--- src/rtl/mem_port_arbiter.sv ---
// Shares one byte-addressable data memory between instruction fetch and load/store.
// Grants are combinational; responses come back one cycle later from a registered stage.
module mem_port_arbiter #(
   parameter int MEM_BYTES    = 4096,
   parameter int STARVE_LIMIT = 4
) (
   input  logic        clk,
   input  logic        rst_n,
   input  logic        if_req,
   input  logic [31:0] if_addr,
   output logic        if_gnt,
   output logic        if_rvalid,
   output logic [31:0] if_rdata,
   output logic        if_err,
   input  logic        d_req,
   input  logic        d_we,
   input  logic [31:0] d_addr,
   input  logic [2:0]  d_func3,
   input  logic [31:0] d_wdata,
   output logic        d_gnt,
   output logic        d_rvalid,
   output logic [31:0] d_rdata,
   output logic        d_err,
   output logic        mem_read,
   output logic        mem_write,
   output logic [31:0] mem_addr,
   output logic [2:0]  mem_func3,
   output logic [31:0] mem_wdata,
   input  logic [31:0] mem_rdata
);

   localparam logic [3:0] LIMIT = 4'(STARVE_LIMIT);
   localparam logic [2:0] F3_WORD = 3'b010;

   logic [3:0]  starve_cnt_reg;
   logic [3:0]  starve_cnt_next;
   logic        fetch_win;
   logic        data_win;
   logic        if_bad;
   logic        d_bad;
   logic        d_func3_ok;
   logic        if_rvalid_reg;
   logic        if_err_reg;
   logic [31:0] if_rdata_reg;
   logic        d_rvalid_reg;
   logic        d_err_reg;
   logic [31:0] d_rdata_reg;

   function automatic logic out_of_range(input logic [31:0] addr, input logic [1:0] sz);
      logic [31:0] size;
      size = (sz == 2'b00) ? 32'd1 : (sz == 2'b01) ? 32'd2 : 32'd4;
      return addr > (32'(MEM_BYTES) - size);
   endfunction

   always_comb begin
      d_func3_ok = 1'b0;
      if (d_we)
         d_func3_ok = (d_func3 == 3'b000) || (d_func3 == 3'b001) || (d_func3 == 3'b010);
      else
         d_func3_ok = (d_func3 == 3'b000) || (d_func3 == 3'b001) || (d_func3 == 3'b010) ||
                      (d_func3 == 3'b100) || (d_func3 == 3'b101);
   end

   assign if_bad = out_of_range(if_addr, F3_WORD[1:0]);
   assign d_bad  = !d_func3_ok || out_of_range(d_addr, d_func3[1:0]);

   // Gating with rst_n keeps a store granted in the reset cycle from reaching memory.
   assign fetch_win = rst_n && if_req && (!d_req || (starve_cnt_reg == LIMIT));
   assign data_win  = rst_n && d_req && !fetch_win;
   assign if_gnt    = fetch_win;
   assign d_gnt     = data_win;

   always_comb begin
      mem_read  = 1'b0;
      mem_write = 1'b0;
      mem_addr  = '0;
      mem_func3 = '0;
      mem_wdata = '0;
      if (fetch_win) begin
         mem_addr  = if_addr;
         mem_func3 = F3_WORD;
         mem_read  = !if_bad;
      end else if (data_win) begin
         mem_addr  = d_addr;
         mem_func3 = d_func3;
         mem_read  = !d_bad && !d_we;
         mem_write = !d_bad && d_we;
         if (!d_bad && d_we)
            mem_wdata = d_wdata;
      end
   end

   always_comb begin
      starve_cnt_next = '0;
      if (if_req && !fetch_win)
         starve_cnt_next = (starve_cnt_reg == LIMIT) ? LIMIT : starve_cnt_reg + 4'd1;
   end

   always_ff @(posedge clk or negedge rst_n) begin
      if (!rst_n) begin
         starve_cnt_reg <= '0;
         if_rvalid_reg  <= 1'b0;
         if_err_reg     <= 1'b0;
         if_rdata_reg   <= '0;
         d_rvalid_reg   <= 1'b0;
         d_err_reg      <= 1'b0;
         d_rdata_reg    <= '0;
      end else begin
         starve_cnt_reg <= starve_cnt_next;
         if_rvalid_reg  <= fetch_win;
         if_err_reg     <= fetch_win && if_bad;
         if_rdata_reg   <= (fetch_win && !if_bad) ? mem_rdata : '0;
         d_rvalid_reg   <= data_win;
         d_err_reg      <= data_win && d_bad;
         d_rdata_reg    <= (data_win && !d_bad && !d_we) ? mem_rdata : '0;
      end
   end

   assign if_rvalid = if_rvalid_reg;
   assign if_err    = if_err_reg;
   assign if_rdata  = if_rdata_reg;
   assign d_rvalid  = d_rvalid_reg;
   assign d_err     = d_err_reg;
   assign d_rdata   = d_rdata_reg;

endmodule

--- config.mk ---
export PLATFORM = sky130hd
export DESIGN_NAME = mem_port_arbiter
export DESIGN_NICKNAME = d
export VERILOG_FILES = /design/src/rtl/mem_port_arbiter.sv
export SDC_FILE = /design/constraint.sdc
export NUM_CORES = 1
export LEC_CHECK = 0
export CORE_MARGIN = 8
export CORE_UTILIZATION = 35
export CTS_CLUSTER_SIZE = 14
export DETAILED_ROUTE_END_ITERATION = 7
export PLACE_DENSITY = 0.81
export SYNTH_ARGS = -nofsm -noshare
export SYNTH_HDL_FRONTEND = slang
export SYNTH_SLANG_ARGS = --single-unit
--- constraint.sdc ---
create_clock -name clk -period 3.5 [get_ports clk]
set_input_delay 0.7 -clock clk [delete_from_list [all_inputs] [get_ports clk]]
set_output_delay 0.7 -clock clk [all_outputs]
set_load 0.02 [all_outputs]
==> results.tsv <==
metric	value	unit
hold-path-endpoint	starve_cnt_reg[0]	
dp_slack	-0.6364	ns
dr.pass1.iters	4	
fp.dieArea	14550	um2
grt_start_max_net_pins	73	
r2r_start	starve_cnt_reg[0]	
grt-ovfl-total	0	
dpl_cell_area	6962	um2
portBuffers	274	
dpl.hpwl	12.14	mm
worstPathRequired	2.80	ns
grt_pass1_vias	4287	
slew_violations	0	
setup_ws	0.06874	ns
cts_sinks	72	
vdd_drop_max	198.3	uV
antennaDiodeCount	0	
synthTopCellsByArea	dfrtp_1, nor3b_2, a22o_1	
finalHoldViolations	0	
synth_edf_count	0	
post-route-min-period	3.431	ns
total_power	2.021	mW
worstPathMaxFanout	7	
grt_pass1_wl	22.78	mm
syn_inst	314	
synth_area_leader_cell	dfrtp_1	
fin_area	7495	um2
crit_type	input port to output port	
max_slew_margin	0.4381	
ys_ff_latch	72	
worst_pin_slew	0.8429	ns
syn_area	3831	um2
drtIter0Drc	131	
wl	15.88	mm
cp_cell_sequence	clkdlybuf4s50_1 -> ha_1 -> a32o_1 -> o31a_4 -> clkbuf_16 -> nor3b_1 -> buf_2	
gp_congestion	0.8884	
crit_path_max_incr_delay	0.47	ns
drv_cap	0	
syn_area_per_cell	12.20	um2
timing.rr.end	d_rdata[0]	
cts-buffers-inserted	9	
coreArea	10750	um2
hold_buffers	0	
nFillCells	827	
clock_skew	0.007960	ns
yosysSeqAreaShare	0.4703	
finalCritPeriodShare	0.9804	
hp-class	flip-flop to flip-flop	
hp-start	starve_cnt_reg[0]	
vias	3881	
clk_latency	0.34	ns
dp.cells	744	
cts_tree	yes	
area_growth	95.62	%
leakagePower	3.480	nW
root_buffer	clkbuf_8	
synth_top_area_frac	0.4703	
status	finished, final reports clean	
grtUsageTotal	0.1977	
synthFlopType	dfrtp_1	
cellPowerDensity	269.7	nW/um2
cp-start-kind	input port	
setup_viol	0	
ys_async_sr_fraction	1.000	
clkTransAtPathRegs	0.07	ns
r2r.worst_path.cells	9	
rows	38	
critPathArrivalTime	2.73	ns
drc_errors	0	
ff2ff_setup_slack	1.45	ns
drive_above_1_share	0.2875	
whs	0.5133	ns
cp_slowest_cell	clkdlybuf4s50_1	
ios	275	
fin_tns_setup	0	ns
die_y	120.6	um
drt-wirelength-per-cell	20.54	um
setup.worst_path.end_class	output port	
nets	774	
synthTopCellsByCount	dfrtp_1, nor3b_2, a22o_1, and3_1, clkbuf_1	
synth.most_common_cell	dfrtp_1	
die_w	120.6	um
ys_warn_count	0	
worstHoldPathCells	1	
synth_cell_types	39	
fin_util	0.6975	
finalNonFillerCells	773	
clk_path_buf_depth	2	
fmax	291.4	MHz
route.antenna.remaining_nets	0	
cts.htree.levels	3	
antenna_found_initial	0	
initial_core_util	0.3565	
vias_per_cell	5.021	
worst max-delay path, delay by kind of cell:
family          cells  cell delay [ns]
buf+inv             3             0.86
compound gates      2             0.66
fa+ha+maj           1             0.33
simple gates        1             0.18
logic make-up after synthesis:
| family | synth area share |
|---|---|
| AND/OR/NAND/NOR | 0.3367 |
| AO/OA/AOI/OAI | 0.1078 |
| buffers and inverters | 0.05160 |
| adder cells (fa/ha/maj) | 0.03266 |
| flip-flops | 0.4703 |
| other | 0.0009788 |
worst max-delay path by stage:
stage	start	end	slack, ns	cells past startpoint
after floorplan	d_func3[1]	mem_wdata[0]	0.38	7
after global placement	d_func3[1]	mem_wdata[31]	-0.54	9
after detailed placement	d_func3[1]	mem_wdata[3]	-0.64	9
after CTS	d_addr[30]	mem_wdata[17]	-0.0009	7
after global routing	d_func3[2]	mem_wdata[13]	-0.06	8
final	d_addr[5]	mem_wdata[31]	0.07	7
cell type report:
class | count | area [um2] | area share
repair buffers | 327 | 3263 | 0.4354
inverters | 8 | 30.03 | 0.004007
clock buffers | 12 | 165.2 | 0.02204
flip-flops and latches | 72 | 1802 | 0.2404
clock inverters | 4 | 73.82 | 0.009850
multi-input cells | 210 | 1986 | 0.2649
well taps | 140 | 175.2 | 0.02337
routing by layer:
layer / vias to the layer above / track usage / routed length (um)
li1: 1796 / - / -
met1: 1878 / 0.1948 / 5667
met2: 185 / 0.3671 / 8320
met3: 22 / 0.08019 / 1487
met4: 0 / 0.06557 / 399
met5: - / 0 / 0
placed cells by master (no fill, tap or decap), drive strengths merged:
cell type | Yosys | final
or4 | 2 | 2
nor4 | 8 | 8
nor3 | 6 | 6
nand4b | 1 | 1
nor4b | 1 | 1
dlymetal6s2s | 0 | 23
bufinv | 0 | 2
buf | 17 | 82
clkdlybuf4s50 | 0 | 213
o21a | 1 | 1
clkbuf | 11 | 18
o21ai | 3 | 3
nor2 | 7 | 7
nand2b | 2 | 2
and2 | 2 | 2
o211ai | 2 | 2
clkdlybuf4s15 | 0 | 3
clkinv | 0 | 1
a32o | 1 | 1
and3 | 33 | 33
o21bai | 1 | 1
o31a | 1 | 1
nor2b | 2 | 2
nand4 | 7 | 7
a31oi | 1 | 1
nand3 | 4 | 4
conb | 1 | 5
dfrtp | 72 | 72
a21o | 1 | 1
ha | 10 | 10
a211o | 1 | 1
nor3b | 64 | 64
a21oi | 4 | 4
inv | 8 | 9
nand2 | 5 | 5
a211oi | 1 | 1
a22o | 33 | 33
o211a | 1 | 1
what timing repair did:
item	4_1_cts	5_1_grt
setup buffers	0	3
resized for setup	159	57
pin swaps	0	16
gates cloned	0	10
setup endpoints to repair	39	35
where the power goes:
| part | leakage, nW | internal (mW) | switching (mW) |
|---|---|---|---|
| combinational | 2.36 | 0.257 | 0.172 |
| sequential | 1.00 | 0.837 | 0.00358 |
| clock | 0.123 | 0.461 | 0.291 |
| total | 3.48 | 1.55 | 0.466 |
No activity file was read; power rests on OpenSTA's default activity.
